`config.mk`:
```
export PLATFORM = sky130hd
export DESIGN_NAME = instr_mem_loader
export DESIGN_NICKNAME = d
export VERILOG_FILES = /design/src/rtl/instr_mem_pkg.sv /design/src/rtl/instr_word_serializer.sv /design/src/rtl/instr_mem_loader.sv
export SDC_FILE = /design/constraint.sdc
export NUM_CORES = 1
export LEC_CHECK = 0
export BUFFER_PORTS_ARGS = -buffer_cell sky130_fd_sc_hd__clkbuf_2
export CORE_MARGIN = 3
export CORE_UTILIZATION = 55
export CTS_CLUSTER_DIAMETER = 80
export DETAILED_ROUTE_END_ITERATION = 16
export PLACE_DENSITY = 0.84
export SKIP_LAST_GASP = 1
export SYNTH_ARGS = -nofsm -noshare
export SYNTH_HDL_FRONTEND = slang
export SYNTH_SLANG_ARGS = --single-unit
```
`constraint.sdc`:
```
create_clock -name clk -period 2.84 [get_ports clk]
set_input_delay 0 -clock clk [delete_from_list [all_inputs] [get_ports clk]]
set_output_delay 0 -clock clk [all_outputs]
set_load 0.02 [all_outputs]
```
`src/rtl/instr_mem_pkg.sv`:
```
// Shared definitions for the instruction memory loader and the fetch-side byte assembly.
package instr_mem_pkg;

    localparam int ADDR_W_DEFAULT = 16;

    typedef enum logic [1:0] {
        IDLE  = 2'd0,
        LOAD  = 2'd1,
        WRITE = 2'd2,
        DONE  = 2'd3
    } loader_state_e;

    // Big-endian lane select: lane 0 is the MSB, stored at the lowest byte address.
    function automatic logic [7:0] byte_lane(input logic [31:0] word, input logic [1:0] idx);
        logic [7:0] b;
        case (idx)
            2'd0:    b = word[31:24];
            2'd1:    b = word[23:16];
            2'd2:    b = word[15:8];
            default: b = word[7:0];
        endcase
        return b;
    endfunction

endpackage

```
`src/rtl/instr_word_serializer.sv`:
```
// Holds one instruction word and steps through its four big-endian byte beats.
module instr_word_serializer
    import instr_mem_pkg::*;
(
    input  logic        clk,
    input  logic        rst_n,
    input  logic        load,
    input  logic        advance,
    input  logic [31:0] word_in,
    output logic [1:0]  byte_idx,
    output logic        last_beat,
    output logic [7:0]  next_byte
);

    logic [31:0] word_q;

    always_ff @(posedge clk or negedge rst_n) begin
        if (!rst_n) begin
            word_q   <= '0;
            byte_idx <= '0;
        end else if (load) begin
            word_q   <= word_in;
            byte_idx <= 2'd0;
        end else if (advance) begin
            byte_idx <= byte_idx + 2'd1;
        end
    end

    assign last_beat = (byte_idx == 2'd3);

    // Byte that the write port registers on this edge: lane 0 of a new word, or the following lane.
    assign next_byte = load ? byte_lane(word_in, 2'd0) : byte_lane(word_q, byte_idx + 2'd1);

endmodule

```
`src/rtl/instr_mem_loader.sv`:
```
// Byte-serial loader writing 32-bit instruction words big-endian into a byte-addressed memory.
// Optional checksum output enabled by defining INSTR_MEM_LOADER_CHECKSUM_EN.
module instr_mem_loader
    import instr_mem_pkg::*;
#(
    parameter int ADDR_W = ADDR_W_DEFAULT
) (
    input  logic              clk,
    input  logic              rst_n,
    input  logic              start,
    input  logic [ADDR_W-1:0] base_addr,
    input  logic [31:0]       word_in,
    input  logic              word_valid,
    input  logic              word_last,
    output logic              word_ready,
    output logic              mem_we,
    output logic [ADDR_W-1:0] mem_addr,
    output logic [7:0]        mem_wdata,
    output logic              busy,
    output logic              done,
    output logic              wrapped,
    output logic [ADDR_W-3:0] word_count,
`ifdef INSTR_MEM_LOADER_CHECKSUM_EN
    output logic [31:0]       checksum,
`endif
    output loader_state_e     fsm_state
);

    // Handshake: a word transfers on any rising edge where word_valid and word_ready are both high;
    // word_ready is a function of state and byte position only, never of word_valid.

    logic [ADDR_W-1:0] addr;
    logic [ADDR_W-1:0] addr_inc;
    logic              last_q;
    logic              accept;
    logic              ser_advance;
    logic [1:0]        byte_idx;
    logic              last_beat;
    logic [7:0]        next_byte;

    assign addr_inc    = addr + ADDR_W'(1);
    assign word_ready  = (fsm_state == LOAD) || ((fsm_state == WRITE) && last_beat && !last_q);
    assign busy        = (fsm_state == LOAD) || (fsm_state == WRITE);
    assign accept      = word_valid && word_ready;
    assign ser_advance = (fsm_state == WRITE) && !last_beat;

    instr_word_serializer u_serializer (
        .clk       (clk),
        .rst_n     (rst_n),
        .load      (accept),
        .advance   (ser_advance),
        .word_in   (word_in),
        .byte_idx  (byte_idx),
        .last_beat (last_beat),
        .next_byte (next_byte)
    );

    always_ff @(posedge clk or negedge rst_n) begin
        if (!rst_n) begin
            fsm_state  <= IDLE;
            addr       <= '0;
            last_q     <= 1'b0;
            mem_we     <= 1'b0;
            mem_addr   <= '0;
            mem_wdata  <= '0;
            done       <= 1'b0;
            wrapped    <= 1'b0;
            word_count <= '0;
        end else begin
            case (fsm_state)
                IDLE, DONE: begin
                    if (start) begin
                        addr       <= base_addr;
                        word_count <= '0;
                        wrapped    <= 1'b0;
                        done       <= 1'b0;
                        fsm_state  <= LOAD;
                    end
                end
                LOAD: begin
                    if (accept) begin
                        last_q    <= word_last;
                        mem_we    <= 1'b1;
                        mem_addr  <= addr;
                        mem_wdata <= next_byte;
                        fsm_state <= WRITE;
                    end
                end
                WRITE: begin
                    // addr tracks the byte being written this cycle; mem_* already carry it.
                    addr <= addr_inc;
                    if (&addr) begin
                        wrapped <= 1'b1;
                    end
                    if (!last_beat) begin
                        mem_addr  <= addr_inc;
                        mem_wdata <= next_byte;
                    end else begin
                        if (!(&word_count)) begin
                            word_count <= word_count + (ADDR_W-2)'(1);
                        end
                        if (last_q) begin
                            mem_we    <= 1'b0;
                            done      <= 1'b1;
                            fsm_state <= DONE;
                        end else if (accept) begin
                            last_q    <= word_last;
                            mem_addr  <= addr_inc;
                            mem_wdata <= next_byte;
                        end else begin
                            mem_we    <= 1'b0;
                            fsm_state <= LOAD;
                        end
                    end
                end
                default: fsm_state <= IDLE;
            endcase
        end
    end

`ifdef INSTR_MEM_LOADER_CHECKSUM_EN
    always_ff @(posedge clk or negedge rst_n) begin
        if (!rst_n) begin
            checksum <= '0;
        end else if (((fsm_state == IDLE) || (fsm_state == DONE)) && start) begin
            checksum <= '0;
        end else if (accept) begin
            checksum <= checksum + word_in;
        end
    end
`endif

endmodule

```
==> results of run 1 <==
registers in the layout (all words and copies together), names as in the netlist:
name	count
mem_we	1
fsm_state	2
last_q	1
done	1
mem_wdata	8
word_count	14
mem_addr	16
wrapped	1
u_serializer.word_q	24
addr	16
u_serializer.byte_idx	2
worst max-delay path: cells and delay by family (launching register included):
family | cells | cell delay, ns
AOI/OAI and AO/OA | 1 | 0.16
adders and majority gates | 1 | 0.32
buffers and inverters | 2 | 0.27
DFF | 1 | 0.41
muxes | 1 | 0.13
and+or+nand+nor | 2 | 1.02
path summary, 6_finish.rpt:
path                             endpoint  cells past startpoint         start  slack [ns]
setup reg to reg           word_count[11]                      7  fsm_state[0]        0.47
max in group asynchronous  word_count[12]                      2         rst_n        1.78
hold reg to reg              mem_addr[10]                      2  mem_addr[10]        0.48
setup / recovery           word_count[11]                      7  fsm_state[0]        0.47
min in group asynchronous         wrapped                      2         rst_n        0.35
hold / removal                    addr[1]                      3         start        0.03
cell families (layout without fill, tap and decap cells):
group | count (synthesis) | count (layout) | share of synthesized area [%]
muxes | 35 | 35 | 8.35
buffers and inverters | 45 | 189 | 4.18
and+or+nand+nor | 149 | 149 | 16.8
xor gates and xnor gates | 12 | 12 | 2.29
DFF | 86 | 86 | 47.0
adders and majority gates | 8 | 8 | 2.18
AOI/OAI and AO/OA | 145 | 145 | 19.2
routing by layer:
layer  up-vias  part of all wire, %
li1       2043                    -
met1      2063                   38
met2       196                   52
met3        36                  6.7
met4         0                  2.9
met5         -                    0
area by class of cell:
class                   instances  area [sq um]
multi-input cells             349          2250
clock buffers                   9           124
repair buffers                158          1080
fillers                       554          2040
inverters                      15          56.3
well taps                     102           128
clock inverters                 7          57.6
flip-flops and latches         86          2150
cell usage in the layout (no fill, tap or decap), types with 4 or more instances in the layout:
master          n
xnor2_1        10
a31oi_1         7
o22ai_1        14
nor3_1          8
a21oi_1        43
mux2_2         26
or2_2           7
dlygate4sd3_1  49
nor2_1         18
nor4_1          6
or3_1           7
clkbuf_2       96
ha_1            7
inv_1          15
o31ai_1        13
o21ai_0        35
or4_1          11
nand4_1         7
dfrtp_1        86
nand2b_1       10
nand3_1        17
mux2i_1         9
buf_4          12
nor2b_1         4
clkbuf_8        9
nand2_1        46
a22oi_1         8
power groups by stage:
stage	logic, mW	registers, mW	clock network [mW]
after global placement	2.77	2.13	0
after CTS	2.95	2.15	0.830
after global routing	3.32	2.24	0.895
after floorplan	1.90	2.29	0
after detailed placement	2.88	2.17	0
final	3.03	2.18	0.818
per-stage QoR:
stage	hold WS, ns	utilization [%]	cells
5_1_grt	0.0214	74.1	726
3_3_place_gp	0.212	65.6	661
6_report	0.0287	74.1	726
4_1_cts	0.00619	74.1	726
2_1_floorplan	-0.296	-	480
3_5_place_dp	0.209	65.6	661
==> run metrics, run 1 <==
crit path launch type flip-flop; vias in the first global route between 4000 and 5000; Clock Power Share between 10% and 20%; met1 Resource Use GR 33.9%; clk_skew between 0.01 and 0.015 ns; Vias around 4300; Post-Synthesis Cells 480; gr busiest metal met2; total grt overflow 0; Synth async-reset ratio 100%; hpwl dp around 8000 um; clk root buf clkbuf_8; clk buf depth 2; fin worst setup slack 0.467 ns; Starting Density roughly three fifths; Port Buffers 97; Hold Buf Count CTS a little under 50; Synth area leader dfrtp_1; clk sinks between 80 and 90; setup bufs post-CTS 0; Placeable Area ~0.0079 sq mm; P per Cell Area about 1000 mW/mm^2; status finished clean; Routed Antenna Nets 0; power after layout slightly above 6 mW; Mapped Nets between 500 and 600; DIE AREA approximately 0.0095 sq mm; first-pass GRT wire length around 21000 um; Chip Height ~97 um; register area share after synthesis 47.0%; Post-synth top cells dfrtp_1, nand2_1, a21oi_1; IO Count just under 100; H-Tree Depth 3; Final Hold Fails 0; endpoint class of the critical path flip-flop; post-cts sizing count 0; Max Cap Viol 0; CP required roughly 3.1 ns; Critical Path AT between 2 and 3 ns; Initial DRT Pass Iterations 5; Int Pwr roughly 3.3 mW; drt wl/cell about 18 um; EDFF count, synth 0; Sw Share between 40% and 50%; combinational power share 50.3%; top-count cell post-synth dfrtp_1; CP cell instances inv_1, ha_2, mux2i_1, buf_4, or4_4, or4_1, a21oi_1; Clock transition at path regs around 0.090 ns; mapped cell area approximately 0.0046 sq mm; CP max FO 12; vias per cell between 5 and 6; Max Clock Freq about 420 MHz; DRT iter0 DRCs 302; Tot GR Track Use roughly 28%; final routed DRC violation total 0; Post-DP Area 0.00517 sq mm; met2 global-route usage 48.4%; largest stage delay on the critical path between 0.5 and 0.6 ns; final WL 12900 um; crit share post-route between 80% and 90%; diode count 0; Leak Pwr around 2.5 nW; number of synthesized register bits 86; unrepaired setup endpoints after global routing false; largest net degree at the start of global routing 87; proportion of power drawn by flip-flops and latches roughly 36%; Hold Path Class input pin to flip-flop; GPL Wtd Cong roughly 0.93; CP Class flip-flop to flip-flop; antenna violations before repair 0; slew margin rel. 28.0%; Cell Rows 32; met3 usage 6.25%; net load switching power ~2.8 mW; library cells used by synthesis 50; Clk Latency, worst-skew pair 0.37 ns; nets@finish a little under 700; Slew Viols, Final 0; Peak VDD IR between 600 and 700 uV; CTS buffer count 9; TritonCTS clock tree yes; synth top area cells dfrtp_1, mux2_2, a21oi_1; Setup WS pre-CTS ~0.5 ns; Crit-path slowest cell or4_4; Yosys top cell area share a little under half; main flop type after synthesis dfrtp_1; Final Cell Area 0.00584 sq mm; Tightest Pin Transition 1.08 ns; Syn Area/Cell 9.55 sq um; Die Width just under 100 um; Yosys warnings 0; layout cells sized above 1 a little over a quarter; crit path time final ~2.4 ns; final setup violating endpoints 0; Setup TNS 0 ns; Area Overhead vs Synth 27.5%
(Power assumes the default switching activity.)
==> inputs of run 2 (changes only) <==
--- a/config.mk
+++ b/config.mk
@@ -7,10 +7,10 @@
 export LEC_CHECK = 0
 export BUFFER_PORTS_ARGS = -buffer_cell sky130_fd_sc_hd__clkbuf_2
 export CORE_MARGIN = 3
-export CORE_UTILIZATION = 55
+export CORE_UTILIZATION = 49
 export CTS_CLUSTER_DIAMETER = 80
 export DETAILED_ROUTE_END_ITERATION = 16
-export PLACE_DENSITY = 0.84
+export PLACE_DENSITY = 0.8
 export SKIP_LAST_GASP = 1
 export SYNTH_ARGS = -nofsm -noshare
 export SYNTH_HDL_FRONTEND = slang
==> constraint.sdc (replaced) <==
create_clock -name clk -period 1.95 [get_ports clk]
set_input_delay 0 -clock clk [delete_from_list [all_inputs] [get_ports clk]]
set_output_delay 0 -clock clk [all_outputs]
set_load 0.02 [all_outputs]
==> run metrics, run 2 (synthesis gave the netlist of run 1 again) <==
total grt overflow 0 (unchanged); slew margin rel. 72.6% (+45 points); Die Width 103 um (+5.6%); final setup violating endpoints 31 (+31); Final Hold Fails 0 (unchanged); clk buf depth 2 (unchanged); CP max FO 5 (-7); most frequent cells in the layout clkbuf_2, dfrtp_1, dlygate4sd3_1; Max Clock Freq 491 MHz (+16%); Cell Rows 34 (+6.3%); Final Cell Area 0.00625 sq mm (+7.0%); GPL Wtd Cong 0.861 (-7.8%); clk root buf clkbuf_8; largest net degree at the start of global routing 61 (-30%); Tightest Pin Transition 0.410 ns (-0.670 ns); Biggest register u_serializer.word_q; antenna violations before repair 0 (unchanged); unrepaired setup endpoints after global routing true; crit path time final 2.04 ns (-0.335 ns); H-Tree Depth 3 (unchanged); clk sinks 86 (unchanged); drt wl/cell 18.2 um (+2.5%); fin worst setup slack -0.0884 ns (-0.555 ns); leading cell type in the layout, fill and taps excluded clkbuf_2; Hold Path Class input pin to flip-flop; DIE AREA 0.0105 sq mm (+11%); Leak Pwr 2.72 nW (+7.6%); area of the multi-input gates 0.00235 sq mm (+4.5%); Critical Path AT 2.34 ns (-0.32 ns); vias per cell 5.92 (-0.96%); utilization after layout 70.3% (-3.8 points); Slew Viols, Final 0 (unchanged); Chip Height 103 um (+5.6%); Max Cap Viol 0 (unchanged); IO Count 98 (unchanged); CTS buffer count 9 (unchanged); Starting Density 51.5% (-6.6 points); vias in the first global route 4408 (+1.9%); CP required 2.25 ns (-0.88 ns); endpoint class of the critical path flip-flop; CP cell instances inv_2, ha_4, mux2i_4, or4_4, or4_1, a21oi_1; DRT iter0 DRCs 243 (-20%); clk_skew 0.0157 ns (+0.00448 ns); Routed Antenna Nets 0 (unchanged); Port Buffers 97 (unchanged); layout cells sized above 1 34.2% (+8.1 points); Reg area 0.00216 sq mm (+0.23%); Post-DP Area 0.00546 sq mm (+5.5%); Area Overhead vs Synth 36.4%; Tot GR Track Use 26.0% (-1.9 points); Initial DRT Pass Iterations 5 (unchanged); Clk Latency, worst-skew pair 0.37 ns (about the same); status complete, but fails checks; diode count 0 (unchanged); failing checks setup timing; Crit-path slowest cell or4_4; nets@finish 716 (+5.3%); Clock transition at path regs 0.10 ns (about the same); Vias 4545 (+4.8%); biggest registers after layout u_serializer.word_q: 24 flops, addr: 16 flops, mem_addr: 16 flops; final routed DRC violation total 0 (unchanged); first-pass GRT wire length 21700 um (+1.4%); CP Class flip-flop to flip-flop; Fillers 626 (+13%); largest stage delay on the critical path 0.47 ns (-0.04 ns); hpwl dp 8730 um (+8.9%); Peak VDD IR 1100 uV (+59%); max reg flops 24 (unchanged); TritonCTS clock tree yes; crit path launch type flip-flop; final WL 14000 um (+8.5%); P per Cell Area 1520 mW/mm^2 (+48%); crit share post-route 105% (+21 points); Placeable Area 0.00889 sq mm (+13%)
[run 2: cell types whose count changed in the layout (fill, tap and decap cells not counted), moves of 2 or more]
| cell | delta |
|---|---|
| a21oi_2 | +3 |
| or4_1 | -4 |
| o31ai_1 | -2 |
| a21oi_1 | -3 |
| o31ai_2 | +2 |
| buf_4 | +33 |
| or4_4 | +4 |
| dlygate4sd3_1 | -3 |
| dfrtp_1 | -4 |
| nor2b_1 | -2 |
| dfrtp_2 | +4 |
| buf_6 | +5 |
| inv_8 | +2 |
| nor2b_2 | +2 |
[run 2: per-layer routing]
metal / share of wire (%) / GRT usage, % / vias up
met5: 0 / 0 / -
met4: 2.8 / 8.88 / 0
met3: 7.0 / 5.48 / 39
met2: 52 / 45.5 / 238
met1: 38 / 31.9 / 2147
li1: - / - / 2121
[run 2: worst max-delay path, delay by kind of cell (launching register included)]
kind / cells / cell delay (ns)
compound gates: 1 / 0.14
simple gates: 2 / 0.92
fa+ha+maj: 1 / 0.22
buf+inv: 1 / 0.08
flops: 1 / 0.42
mux: 1 / 0.21
[run 2: path summary, 6_finish.rpt]
kind	start	to	slack, ns	depth (start not counted)
worst min-delay path	base_addr[3]	addr[3]	0.01	5
max in group asynchronous	rst_n	addr[7]	1.21	3
worst min register to register	mem_addr[10]	mem_addr[10]	0.49	2
min in group asynchronous	rst_n	mem_addr[15]	0.09	2
worst max-delay path	fsm_state[0]	word_count[13]	-0.09	6
worst max register to register	fsm_state[0]	word_count[13]	-0.09	6
[run 2: repair_timing]
item,4_1_cts,5_1_grt
hold buffers,46,0
resized for setup,5,24
pin swaps,0,3
cloned,0,4
endpoints found under the hold margin,131,0
setup buffers,0,2
endpoints found under the setup margin,10,56
[run 2: final cells by class]
cell class,instances,share of cell area [%]
multi-input combinational,349,37.5
clock buffer,9,1.98
clock inverter,7,1.18
sequential,86,34.5
inverter,15,0.901
timing repair buffer,194,21.8
tap,108,2.16
[run 2: report_power, final]
part           internal (mW)  switching, mW  total [mW]
registers               2.55          0.603        3.15
logic                   2.18           2.90        5.08
clock network          0.506          0.781        1.29
[run 2: per-stage QoR]
| step | worst slack (ns) | hold WS, ns | setup TNS [ns] | instances | power, mW |
|---|---|---|---|---|---|
| floorplan | -0.117 | -0.296 | -0.430 | 480 | 6.19 |
| global placement | 0.0215 | -0.0594 | 0 | 700 | 7.55 |
| detailed placement | -0.0390 | -0.0560 | -0.139 | 700 | 7.76 |
| CTS | -0.0363 | 0.00475 | -0.143 | 762 | 9.17 |
| global route | -0.125 | 0.0127 | -2.43 | 768 | 10.2 |
| finish | -0.0884 | 0.00964 | -0.908 | 768 | 9.52 |
==> inputs of run 3 (changes only) <==
--- a/config.mk
+++ b/config.mk
@@ -6,6 +6,7 @@
 export NUM_CORES = 1
 export LEC_CHECK = 0
 export BUFFER_PORTS_ARGS = -buffer_cell sky130_fd_sc_hd__clkbuf_2
+export CORE_ASPECT_RATIO = 1.25
 export CORE_MARGIN = 3
 export CORE_UTILIZATION = 49
 export CTS_CLUSTER_DIAMETER = 80
==> run metrics, run 3 (synthesis gave the netlist of run 1 again) <==
status complete, but fails checks; TritonCTS clock tree yes; layout cells sized above 1 36.1% (+1.8 points); Critical Path AT 2.32 ns (-0.02 ns); Starting Density 51.5% (unchanged); crit path launch type flip-flop; clk root buf clkbuf_8; Leak Pwr 2.87 nW (+5.3%); DIE AREA 0.0106 sq mm (about the same); WHS 0.00753 ns (-0.00211 ns); Max Cap Viol 0 (unchanged); Slew Viols, Final 0 (unchanged); max reg flops 24 (unchanged); final setup violating endpoints 4 (-87%); vias per cell 5.80 (-2.0%); Peak VDD IR 881 uV (-20%); Post-DP Area 0.00555 sq mm (+1.7%); Max Clock Freq 496 MHz (+1.1%); Final Cell Area 0.00652 sq mm (+4.2%); Area Overhead vs Synth 42.2%; Final Hold Fails 0 (unchanged); vias in the first global route 4496 (+2.0%); H-Tree Depth 3 (unchanged); Setup TNS -0.185 ns (+0.723 ns); Hold Path Class input pin to flip-flop; Biggest register u_serializer.word_q; Chip Height 114 um (+11%); CP max FO 5 (unchanged); biggest registers after layout u_serializer.word_q: 24 flops, addr: 16 flops, mem_addr: 16 flops; crit share post-route 103% (-1.1 points); Routed Antenna Nets 0 (unchanged); IO Count 98 (unchanged); Vias 4603 (+1.3%); clk_skew 0.00945 ns (-0.00629 ns); dpl cells 721 (+3.0%); Placeable Area 0.00889 sq mm (unchanged); clk sinks 86 (unchanged); final routed DRC violation total 0 (unchanged); power after layout 9.80 mW (+2.9%); Fillers 605 (-3.4%); unrepaired setup endpoints after global routing true; Cell Rows 38 (+12%); first-pass GRT wire length 21700 um (-0.25%); fin cells 794 (+3.4%); P per Cell Area 1500 mW/mm^2 (-1.2%); endpoint class of the critical path flip-flop; leading cell type in the layout, fill and taps excluded clkbuf_2; GPL Wtd Cong 0.902 (+4.8%); Clock transition at path regs 0.10 ns (about the same); fin worst setup slack -0.0661 ns (+0.0223 ns); CTS buffer count 9 (unchanged); drt wl/cell 18.0 um (-1.1%); Port Buffers 97 (unchanged); Setup WS pre-CTS -0.0840 ns (-0.0450 ns); final WL 14300 um (+2.2%); crit path time final 2.02 ns (-0.0223 ns); CP Class flip-flop to flip-flop; Tot GR Track Use 25.9% (-0.12 points); largest net degree at the start of global routing 40 (-34%); Initial DRT Pass Iterations 6 (+1); diode count 0 (unchanged); Clk Latency, worst-skew pair 0.37 ns (about the same); DRT iter0 DRCs 310 (+28%); slew margin rel. 66.6% (-6.0 points); hpwl dp 8850 um (+1.3%); Tightest Pin Transition 0.496 ns (+0.0858 ns); most frequent cells in the layout clkbuf_2, dfrtp_1, buf_4; total grt overflow 0 (unchanged); Die Width 92.5 um (-9.9%); nets@finish 730 (+2.0%); failing checks setup timing; antenna violations before repair 0 (unchanged); clk buf depth 2 (unchanged); CP required 2.25 ns (about the same); utilization after layout 73.3% (+3.0 points)
run 3: critical path, cell delays in order (launching register included):
cell,delay [ns]
dfrtp_2,0.42
inv_2,0.09
ha_4,0.21
mux2i_2,0.18
or4_4,0.47
or4_4,0.43
a21oi_2,0.15
run 3: final cells by class:
cell class                      instances  area (sq um)  share of cell area, %
Multi-Input combinational cell        349          2390                   36.8
Sequential cell                        86          2160                   33.1
Timing Repair Buffer                  208          1550                   23.8
Tap cell                              120           150                   2.30
Clock buffer                            9           124                   1.90
Clock inverter                          7          86.3                   1.33
Inverter                               15          56.3                  0.864
run 3: final timing paths:
check / from / to / slack [ns] / depth (start not counted)
worst max register to register: fsm_state[0] / word_count[13] / -0.07 / 6
min in group asynchronous: rst_n / word_count[10] / 0.07 / 2
worst min register to register: mem_addr[8] / mem_addr[8] / 0.48 / 2
worst max-delay path: fsm_state[0] / word_count[13] / -0.07 / 6
max in group asynchronous: rst_n / addr[7] / 1.24 / 3
worst min-delay path: base_addr[3] / addr[3] / 0.008 / 5
run 3: power by group:
part / internal, mW / switching (mW) / leakage (nW)
clock network: 0.622 / 0.742 / 0.104
logic: 2.38 / 2.93 / 1.73
registers: 2.54 / 0.575 / 1.03
run 3: what timing repair did:
item,in CTS,in global routing
endpoints found under the setup margin,6,53
pin swaps,1,4
hold buffers,47,0
endpoints found under the hold margin,132,0
gates cloned,0,4
setup buffers,1,6
gates resized for setup,7,32
run 3: metal layers:
| metal | global-route usage, % | part of all wire, % | up-vias |
|---|---|---|---|
| met3 | 5.33 | 6.5 | 37 |
| met2 | 46.1 | 53 | 205 |
| li1 | - | - | 2144 |
| met4 | 9.81 | 2.5 | 0 |
| met1 | 30.7 | 38 | 2217 |
| met5 | 0 | 0 | - |
